===== src/rtl/fixed_point_pkg.sv =====
// Shared definitions for the sign-magnitude Q7.8 fixed-point arithmetic blocks.
package fixed_point_pkg;
    localparam int FP_W = 16;
    localparam int FP_FRAC = 8;
    localparam logic [FP_W-2:0] FP_MAG_MAX = 15'h7FFF;

    typedef logic [FP_W-1:0] fp_t;

    typedef enum logic [1:0] {
        DIV_IDLE,
        DIV_BUSY,
        DIV_DONE
    } div_state_t;
endpackage


===== src/rtl/fixed_point_div_step.sv =====
// One restoring-division step: shift in the next numerator bit and conditionally subtract.
module fixed_point_div_step #(
    parameter int W = 16
) (
    input  logic [W-1:0] rem,
    input  logic [W-2:0] den,
    input  logic         bit_in,
    output logic [W-1:0] rem_next,
    output logic         qbit
);
    logic [W:0] t;

    // Full-width trial value keeps the compare exact even if rem's MSB were set.
    assign t        = {rem, bit_in};
    assign qbit     = (t >= {2'b00, den});
    assign rem_next = qbit ? W'(t - {2'b00, den}) : t[W-1:0];
endmodule


===== src/rtl/fixed_point_divider.sv =====
// Iterative sign-magnitude Q7.8 divider with valid/ready handshakes, one quotient bit per cycle.
//   state    | meaning
//   DIV_IDLE | waiting for operands, in_ready high
//   DIV_BUSY | shifting out ITER quotient bits, MSB first
//   DIV_DONE | result held until the consumer takes it
module fixed_point_divider
    import fixed_point_pkg::*;
#(
    parameter int DATA_W = FP_W,
    parameter int FRAC_W = FP_FRAC
) (
    input  logic              clk,
    input  logic              rst,
    input  logic              in_valid,
    output logic              in_ready,
    input  logic [DATA_W-1:0] dividend,
    input  logic [DATA_W-1:0] divisor,
    output logic              out_valid,
    input  logic              out_ready,
    output logic [DATA_W-1:0] quotient,
    output logic              div_by_zero,
    output logic              overflow
);
    localparam int ITER = DATA_W - 1 + FRAC_W;
    localparam int CNT_W = $clog2(ITER);
    localparam logic [DATA_W-2:0] MAG_MAX = '1;

    div_state_t        state;
    logic              sign;
    logic [ITER-1:0]   num;
    logic [ITER-1:0]   q;
    logic [DATA_W-1:0] rem;
    logic [DATA_W-2:0] den;
    logic [CNT_W-1:0]  cnt;

    logic [DATA_W-1:0] rem_next;
    logic              qbit;
    logic [ITER-1:0]   q_next;
    logic              sign_in;

    fixed_point_div_step #(.W(DATA_W)) u_step (
        .rem      (rem),
        .den      (den),
        .bit_in   (num[ITER-1]),
        .rem_next (rem_next),
        .qbit     (qbit)
    );

    assign q_next   = {q[ITER-2:0], qbit};
    assign sign_in  = dividend[DATA_W-1] ^ divisor[DATA_W-1];
    assign in_ready = (state == DIV_IDLE) && !rst;

    always_ff @(posedge clk) begin
        if (rst) begin
            state       <= DIV_IDLE;
            out_valid   <= 1'b0;
            quotient    <= '0;
            div_by_zero <= 1'b0;
            overflow    <= 1'b0;
            sign        <= 1'b0;
            num         <= '0;
            q           <= '0;
            rem         <= '0;
            den         <= '0;
            cnt         <= '0;
        end else begin
            case (state)
                DIV_IDLE: begin
                    if (in_valid) begin
                        sign <= sign_in;
                        num  <= {dividend[DATA_W-2:0], {FRAC_W{1'b0}}};
                        den  <= divisor[DATA_W-2:0];
                        rem  <= '0;
                        q    <= '0;
                        cnt  <= '0;
                        if (divisor[DATA_W-2:0] == '0) begin
                            state       <= DIV_DONE;
                            out_valid   <= 1'b1;
                            quotient    <= {sign_in, MAG_MAX};
                            div_by_zero <= 1'b1;
                            overflow    <= 1'b0;
                        end else begin
                            state <= DIV_BUSY;
                        end
                    end
                end
                DIV_BUSY: begin
                    rem <= rem_next;
                    num <= {num[ITER-2:0], 1'b0};
                    q   <= q_next;
                    cnt <= cnt + 1'b1;
                    if (cnt == CNT_W'(ITER - 1)) begin
                        state       <= DIV_DONE;
                        out_valid   <= 1'b1;
                        div_by_zero <= 1'b0;
                        // Any set bit above the 15-bit magnitude means the result cannot be represented.
                        if (q_next[ITER-1:DATA_W-1] != '0) begin
                            quotient <= {sign, MAG_MAX};
                            overflow <= 1'b1;
                        end else begin
                            quotient <= {sign, q_next[DATA_W-2:0]};
                            overflow <= 1'b0;
                        end
                    end
                end
                DIV_DONE: begin
                    if (out_ready) begin
                        state       <= DIV_IDLE;
                        out_valid   <= 1'b0;
                        div_by_zero <= 1'b0;
                        overflow    <= 1'b0;
                    end
                end
                default: state <= DIV_IDLE;
            endcase
        end
    end
endmodule


===== config.mk =====
export PLATFORM = sky130hd
export DESIGN_NAME = fixed_point_divider
export DESIGN_NICKNAME = d
export VERILOG_FILES = /design/src/rtl/fixed_point_pkg.sv /design/src/rtl/fixed_point_div_step.sv /design/src/rtl/fixed_point_divider.sv
export SDC_FILE = /design/constraint.sdc
export NUM_CORES = 1
export LEC_CHECK = 0
export CAP_MARGIN = 25
export CORE_UTILIZATION = 50
export CTS_CLUSTER_DIAMETER = 50
export DETAILED_ROUTE_END_ITERATION = 10
export GPL_TIMING_DRIVEN = 0
export PLACE_DENSITY = 0.73
export SYNTH_ARGS = -nofsm -noshare
export SYNTH_HDL_FRONTEND = slang
export SYNTH_SLANG_ARGS = --single-unit
export TNS_END_PERCENT = 20

===== constraint.sdc =====
create_clock -name clk -period 5.78 [get_ports clk]
set_input_delay 0.578 -clock clk [delete_from_list [all_inputs] [get_ports clk]]
set_output_delay 0.578 -clock clk [all_outputs]
set_load 0.01 [all_outputs]

# Word level (Yosys, flattened, before mapping)
# Index checks and enable logic that the tools add are counted.
# word_totals
register_bits	103
input_bits	36
out_inout_bits	20
word_cells	65
# classes
add_sub_neg	2
order_cmp	1
n_eq_ne	7
mux	31
n_bitwise	1
reduce_logical	12
# op_table
operator	count
16-bit two-way mux	5
16-bit one-hot mux with 2 select lines	2
23-bit one-hot mux with 2 select lines	1
22-bit one-hot mux with 2 select lines	1
23-bit two-way mux	1
22-bit two-way mux	1
17-bit by 15-bit >= comparator with 1-bit output	1
16-bit by 15-bit subtractor with 16-bit output	1
15-bit zero test	1
15-bit two-way mux	1
5-bit one-hot mux with 2 select lines	1
1-bit two-way mux	9
1-bit one-hot mux with 3 select lines	3
2-bit two-way mux	4
8-bit nonzero test	1
2-bit inequality test (second input constant)	3
2-bit one-hot mux with 3 select lines	1
5-bit by 1-bit adder with 5-bit output (second input constant)	1
5-bit == test (second input constant)	1
5-bit two-way mux	1
5-bit AND reduction	1
2-bit AND reduction	2
4-bit AND reduction	1
3-bit AND reduction	1
other kinds (9)	9

# Depth between registers and ports, before layout
# Gate-level depths: netlist of the first run.
# logic_depth
ltp_word	4
ltp_mapped	10
ltp_nobuf	9

# Modules after synthesis
# Synthesis of the first run repeated with hierarchy kept, for this count alone.
# hier_totals
cells_unflattened	567
area_unflattened_um2	5079.9
# modules_own_cells
mod	n_inst	cells_per_inst	area_per_inst_um2	seq_area_each_um2
fixed_point_divider	1	409	3838.7	1901.8
fixed_point_div_step	1	158	1241.2	0.0

# Least setup slack after synthesis of the first run
# OpenSTA, ideal clock, no wires.
# synth_timing
kind	register to register
from	register den[14]
to	register rem[1]
setup_time_ns	0.117
arrival_time_ns	1.957
t_required_ns	5.663
path_slack_ns	3.706
stages_incl_launch_ff	10
path_buffers	1
period_less_slack_ns	2.074
cell_sequence	dfxtp_1 > inv_1 > ha_1 > a2111oi_4 > o211ai_1 > o21ai_2 > nand3_2 > buf_6 > mux2i_1 > a22o_1
# synth_between
elab_chain_cells	3
# synth_lines
element	line	text
start, declared	fixed_point_divider.sv:33	logic [DATA_W-2:0] den;
start signal, assigned	fixed_point_divider.sv:72	den <= divisor[DATA_W-2:0];
17-bit by 15-bit >= comparator with 1-bit output	fixed_point_div_step.sv:15	assign qbit = (t >= {2'b00, den});
16-bit two-way mux	fixed_point_div_step.sv:16	assign rem_next = qbit ? W'(t - {2'b00, den}) : t[W-1:0];
16-bit one-hot mux with 2 select lines	fixed_point_divider.sv:67	case (state)
end signal, assigned	fixed_point_divider.sv:88	rem <= rem_next;
end, declared	fixed_point_divider.sv:32	logic [DATA_W-1:0] rem;
# Every way passes these cells.
# A chain may end at the register's enable or synchronous reset.

# Worst setup path in the final report of the first run
# layout_timing
from	input port rst
to	output port in_ready
# layout_between
elab_chain_cells	2
# layout_lines
element	line	text
start, declared	fixed_point_divider.sv:13	input logic rst,
1-bit zero test	fixed_point_divider.sv:51	assign in_ready = (state == DIV_IDLE) && !rst;
1-bit logical AND	fixed_point_divider.sv:51	
end, declared	fixed_point_divider.sv:15	output logic in_ready,
# Every way passes these cells.

==> flow_metrics.env, run 1 <==
export IMPL_status="finished, final reports clean"
export IMPL_crit_type="in2out"
export IMPL_post_synth_cell_area_avg_sq_um=8.45
export IMPL_seqCellArea_sq_mm=0.00190
export IMPL_fin_crit_sh_pct=52.5
export IMPL_rsz0062_at_grt="false"
export IMPL_syn_inst=551
export IMPL_yosys_top_cells_area="dfxtp_1 (41%), nor2_1 (6.6%), ha_1 (5.6%), nand2_1 (4.4%), nor3_1 (3.8%)"
export IMPL_antenna_left=0
export IMPL_synthFlopType="dfxtp_1"
export IMPL_synth_edff_count=0
export IMPL_fillers=782
export IMPL_gr_total_overflow=0
export IMPL_yosysTopAreaCellShare_pct=40.8
export IMPL_syn_num_nets=609
export IMPL_path_clk_slew_ns=0.10
export IMPL_grt_first_pass_wirelength_um=18900
export IMPL_dp_cells=714
export IMPL_synthDistinctLibCells=62
export IMPL_cts_path_max_buffers=2
export IMPL_cts_buffers=9
export IMPL_yosysTopAreaCell="dfxtp_1"
export IMPL_p_int_uw=1850
export IMPL_start_kind="input pin"
export IMPL_routabilityCongestion=0.899
export IMPL_io_pins=56
export IMPL_first_pass_iters=7
export IMPL_ys_ff_latch=95
export IMPL_crit_family="buffers and inverters"
export IMPL_wire_per_inst_um=15.4
export IMPL_grt_antenna_before_repair=0
export IMPL_switching_share_pct=44.8
export IMPL_num_nets_final=675
export IMPL_grt_pass1_vias=4046
export IMPL_final_common_cell="dfxtp_1"
export IMPL_die_area_sq_mm=0.00970
export IMPL_setup_viol=0
export IMPL_drtIter0Drc=140
export IMPL_n_antenna_cell=0
export IMPL_grt_use_total_pct=24.3
export IMPL_dp_slack_ns=2.72
export IMPL_cts_sinks=95
export IMPL_cts_resized=0
export IMPL_clock_latency_ns=0.37
export IMPL_whs_ns=0.462
export IMPL_fmax_mhz=329
export IMPL_power_switching_uw=1510
export IMPL_fin_crit_ns=3.04
export IMPL_viasPerCell=5.72
export IMPL_numPortBuffers=55
export IMPL_leakage_uw=0.00217
export IMPL_maxSlewHeadroom_pct=56.1
export IMPL_crit_chain="clkdlybuf4s50_1 > clkbuf_1 > clkbuf_1 > nor2_1 > clkdlybuf4s50_1"
export IMPL_worstPathArrival_ns=2.46
export IMPL_syn_to_final_growth_pct=19.3
export IMPL_cts_tree="done"
export IMPL_max_cap_violations=0
export IMPL_min_path_type="reg2reg"
export IMPL_syn_area_sq_mm=0.00466
export IMPL_final_cell_mix="dfxtp_1 (95), nor2_1 (82), clkdlybuf4s50_1 (55), nand2_1 (54), nor3_1 (35)"
export IMPL_hpwl_um=8360
export IMPL_max_stage_delay_ns=0.51
export IMPL_chipWidth_um=98.5
export IMPL_h_tree_depth=3
export IMPL_clkPwrFrac_pct=14.1
export IMPL_start_util_pct=52.6
export IMPL_powerDensity_mw_per_mm2=605
export IMPL_cts_setup_buffers=0
export IMPL_seq_area_frac_synth_pct=40.8
export IMPL_rows=34
export IMPL_worstMarginPinSlew_ns=0.658
export IMPL_ys_warn_count=0
export IMPL_postCtsHoldBufs=0
export IMPL_crit_buf_inv=4
export IMPL_finalNonFillerCells=730
export IMPL_core_area_sq_mm=0.00885
export IMPL_finalSetupTns_ns=0
export IMPL_vias=4178
export IMPL_drv_slew=0
export IMPL_root_buffer="clkbuf_8"
export IMPL_hold_violations=0
export IMPL_slowest_stage="clkdlybuf4s50_1"
export IMPL_multi_input_area_sq_mm=0.00251
export IMPL_wirelength_um=11200
export IMPL_p_comb_share_pct=58.7
export IMPL_crit_required_ns=5.20
export IMPL_timing_final_ws_setup_ns=2.74
export IMPL_skew_ns=0.0112
export IMPL_grt_max_degree=19
export IMPL_chipHeight_um=98.5
export IMPL_drive_gt1_share_pct=8.68
export IMPL_drc_errors=0
export IMPL_peakVddDrop_mv=0.322
export IMPL_p_seq_share_pct=27.2
export IMPL_critPathMaxFanout=10
export IMPL_async_reset_ff_share_pct=0
export IMPL_endpoint_kind="output port"
## layer usage
metal	track usage [%]	part of all wire (%)	wire, um
met2	41.3	48	5370
met3	4.68	4.9	556
met1	30.4	45	5010
met5	0	0	0
met4	9.87	2.8	311
## cell type report
type                            count  area share [%]
Clock buffer                        9            2.23
Sequential cell                    95            34.2
Tap cell                          108            2.43
Buffer                             32            2.75
Timing Repair Buffer               55            9.91
Multi-Input combinational cell    399            45.1
Inverter                           25            1.69
Clock inverter                      7            1.62
## per-stage QoR
| stage | cell area (sq um) | util [%] | power, uW |
|---|---|---|---|
| floorplan | 4660 | - | 2380 |
| global placement | 5340 | 60.4 | 2840 |
| detailed placement | 5340 | 60.4 | 2870 |
| CTS | 5560 | 62.8 | 3360 |
| global route | 5560 | 62.8 | 3620 |
| finish | 5560 | 62.8 | 3360 |
## kinds of logic (layout without fill, tap and decap cells)
group                    Yosys count  in the layout  share of synthesized area (%)
AO/OA/AOI/OAI                    134            134                           20.0
XOR/XNOR                          15             15                           2.82
adder cells (fa/ha/maj)           22             22                           6.07
buffers and inverters             57            128                           5.29
flip-flops                        95             95                           40.8
multiplexers                      14             14                           3.01
AND/OR/NAND/NOR                  214            214                           21.9
## worst reg2reg max path: stages, from the launching register on
cell      delay, ns
dfxtp_1        0.40
inv_1          0.08
ha_1           0.28
nand2_1        0.33
o21ai_2        0.23
nor2_1         0.55
clkbuf_1       0.47
a32oi_1        0.11
o21ai_1        0.11
## worst paths after layout
kind,start,to,slack [ns],cells past startpoint
max,rst,in_ready,2.74,5
min,den[13]$_SDFFE_PP0P_,den[13]$_SDFFE_PP0P_,0.46,2
max reg2reg,state[0]$_SDFFE_PP0P_,rem[11]$_SDFFE_PP0P_,3.17,8
min reg2reg,den[13]$_SDFFE_PP0P_,den[13]$_SDFFE_PP0P_,0.46,2
## synth_stat cells (all sizes together), types with 2 or more instances
cell type / n
ha: 21
o21a: 2
or2: 2
a22oi: 23
a311oi: 2
o31a: 2
o21bai: 2
nand2: 55
nand2b: 3
nor4: 5
nand4: 5
a2bb2oi: 2
nand3: 5
and3: 2
a22o: 2
nor2b: 2
mux2i: 14
a211oi: 9
a31oi: 2
nor2: 92
o211ai: 3
xnor2: 7
o22ai: 14
clkbuf: 25
inv: 25
buf: 7
a21o: 3
or4: 2
a21oi: 30
dfxtp: 95
nor3: 36
and2: 2
a32oi: 7
xor2: 8
o21ai: 24
## sequential cells by signal, indices dropped and copies added (netlist names)
name / count
state: 2
den: 15
num: 15
sign: 1
out_valid: 1
quotient: 16
div_by_zero: 1
overflow: 1
rem: 16
cnt: 5
q: 22
## power groups by stage
| stage | clock network (uW) | registers (uW) | logic (uW) |
|---|---|---|---|
| after floorplan | 0 | 929 | 1450 |
| after global placement | 0 | 920 | 1920 |
| after detailed placement | 0 | 926 | 1950 |
| after CTS | 480 | 913 | 1960 |
| after global routing | 510 | 935 | 2170 |
| final | 475 | 913 | 1970 |
Power figures use the tool's default switching activity.
==> inputs of run 2 (changes only) <==
--- a/config.mk
+++ b/config.mk
@@ -10,7 +10,7 @@
 export CTS_CLUSTER_DIAMETER = 50
 export DETAILED_ROUTE_END_ITERATION = 10
 export GPL_TIMING_DRIVEN = 0
-export PLACE_DENSITY = 0.73
+export PLACE_DENSITY = 0.76
 export SYNTH_ARGS = -nofsm -noshare
 export SYNTH_HDL_FRONTEND = slang
 export SYNTH_SLANG_ARGS = --single-unit
==> constraint.sdc (replaced) <==
create_clock -name clk -period 2.7 [get_ports clk]
set_input_delay 0.27 -clock clk [delete_from_list [all_inputs] [get_ports clk]]
set_output_delay 0.27 -clock clk [all_outputs]
set_load 0.01 [all_outputs]
==> run 2 against run 1 <==
Sequential share of layout area shrank 0.32 points; worst hold slack worse by 0.0021 ns; largest cell class unchanged; final area increased by 0.95%; critical endpoint unchanged; flip-flop and latch count is the same; sequential power rose by 110%; core utilization is 0.59 points higher.
==> flow_metrics.env, run 2 (synthesized netlist as in run 1, its figures left out) <==
export IMPL_status="finished, final reports clean"
export IMPL_powerDensity_mw_per_mm2=1320
export IMPL_p_comb_share_pct=57.3
export IMPL_power_switching_uw=3240
export IMPL_wire_per_inst_um=15.9
export IMPL_clock_latency_ns=0.38
export IMPL_core_area_sq_mm=0.00885
export IMPL_start_kind="input pin"
export IMPL_hpwl_um=8610
export IMPL_vias=4221
export IMPL_fin_crit_ns=2.47
export IMPL_gr_total_overflow=0
export IMPL_endpoint="in_ready"
export IMPL_drtIter0Drc=213
export IMPL_numPortBuffers=55
export IMPL_worstPathArrival_ns=2.20
export IMPL_grt_antenna_before_repair=0
export IMPL_viasPerCell=5.78
export IMPL_grt_pass1_vias=4069
export IMPL_clkPwrFrac_pct=16.2
export IMPL_num_nets_final=675
export IMPL_path_clk_slew_ns=0.09
export IMPL_whs_ns=0.459
export IMPL_setup_viol=0
export IMPL_switching_share_pct=43.7
export IMPL_endpoint_kind="output port"
export IMPL_largest_register="q"
export IMPL_critPathMaxFanout=10
export IMPL_final_common_cell="dfxtp_1"
export IMPL_chipHeight_um=98.5
export IMPL_cts_sinks=95
export IMPL_p_int_uw=4180
export IMPL_rows=34
export IMPL_antenna_left=0
export IMPL_wirelength_um=11600
export IMPL_h_tree_depth=3
export IMPL_largest_reg_flops=22
export IMPL_grt_max_degree=18
export IMPL_hold_violations=0
export IMPL_cts_buffers=9
export IMPL_p_seq_share_pct=26.5
export IMPL_syn_to_final_growth_pct=20.5
export IMPL_die_area_sq_mm=0.00970
export IMPL_cts_tree="done"
export IMPL_drv_slew=0
export IMPL_drc_errors=0
export IMPL_routabilityCongestion=0.931
export IMPL_fin_crit_sh_pct=91.6
export IMPL_start_util_pct=52.6
export IMPL_final_core_util_pct=63.4
export IMPL_reg2reg_to="rem[1]$_SDFFE_PP0P_"
export IMPL_crit_required_ns=2.43
export IMPL_maxSlewHeadroom_pct=63.4
export IMPL_leakage_uw=0.00219
export IMPL_final_cell_mix="dfxtp_1 (95), nor2_1 (81), clkdlybuf4s50_1 (55), nand2_1 (54), nor3_1 (35)"
export IMPL_ff2ff_setup_slack_ns=0.32
export IMPL_root_buffer="clkbuf_8"
export IMPL_peakVddDrop_mv=0.639
export IMPL_drive_gt1_share_pct=8.84
export IMPL_finalSetupTns_ns=0
export IMPL_fmax_mhz=404
export IMPL_worstMarginPinSlew_ns=0.549
export IMPL_reg2reg_depth=9
export IMPL_reg2reg_from="den[14]$_SDFFE_PP0P_"
export IMPL_top_regs="q x22, quotient x16, rem x16"
export IMPL_postCtsHoldBufs=0
export IMPL_first_pass_iters=7
export IMPL_cts_path_max_buffers=2
export IMPL_skew_ns=0.0175
export IMPL_n_antenna_cell=0
export IMPL_io_pins=56
export IMPL_min_path_type="reg2reg"
export IMPL_max_cap_violations=0
export IMPL_grt_first_pass_wirelength_um=19200
export IMPL_rsz0062_at_grt="false"
export IMPL_chipWidth_um=98.5
export IMPL_grt_use_total_pct=24.7
export IMPL_crit_type="in2out"
export IMPL_cp_startpoint="rst"
## run 2: cell types whose count changed in the layout (fill, tap and decap cells not counted)
cell / before / now
clkbuf_8: 9 / 10
nor2_2: 10 / 11
clkinvlp_4: 1 / 0
inv_8: 2 / 1
bufinv_16: 1 / 3
nor2_1: 82 / 81
clkinv_2: 1 / 0
## run 2: critical path: stages
cell and delay [ns]:
clkdlybuf4s50_1 0.53, clkbuf_1 0.39, clkbuf_1 0.43, nor2_1 0.08, clkdlybuf4s50_1 0.50
## run 2: how the worst min path moves through the flow
stage,start,end,cells after the start
CTS,den[5]$_SDFFE_PP0P_,den[5]$_SDFFE_PP0P_,2
global route,den[14]$_SDFFE_PP0P_,den[14]$_SDFFE_PP0P_,2
finish,den[8]$_SDFFE_PP0P_,den[8]$_SDFFE_PP0P_,2
detailed placement,den[5]$_SDFFE_PP0P_,den[5]$_SDFFE_PP0P_,2
floorplan,divisor[10],den[10]$_SDFFE_PP0P_,2
global placement,den[5]$_SDFFE_PP0P_,den[5]$_SDFFE_PP0P_,2
## run 2: area by class of cell
class / count / area (sq um)
Fill cell: 775 / 3240
Multi-Input combinational cell: 399 / 2510
Sequential cell: 95 / 1900
Timing Repair Buffer: 55 / 551
Buffer: 32 / 153
Clock buffer: 10 / 138
Tap cell: 108 / 135
Clock inverter: 6 / 126
Inverter: 25 / 93.8
## run 2: power by group through the flow
stage          clock, uW  sequential [uW]  combinational, uW
3_5_place_dp           0             2000               4140
5_1_grt             1280             2010               4600
4_1_cts             1220             1960               4190
6_report            1200             1960               4250
2_1_floorplan          0             1990               3100
3_3_place_gp           0             1970               4070
## run 2: what timing repair did
item / in CTS / in global routing
endpoints found under the setup margin: 0 / 9
buffers inserted: 0 / 0
gates resized for setup: 0 / 1
## run 2: per-stage QoR
stage | worst slack, ns | total power [uW] | std cells | instance area [sq um]
floorplan | 0.626 | 5090 | 551 | 4660
global placement | 0.150 | 6040 | 714 | 5340
detailed placement | 0.0992 | 6140 | 714 | 5340
CTS | 0.176 | 7380 | 730 | 5610
global route | 0.0985 | 7890 | 730 | 5610
finish | 0.227 | 7420 | 730 | 5610
## run 2: metal layers
layer	share of wire, %	GRT usage [%]	wire, um	up-vias
li1	-	-	-	2071
met1	45	32.4	5230	1978
met2	47	40.3	5470	144
met3	5.4	4.11	626	28
met4	2.7	11.3	311	0
met5	0	0	0	-
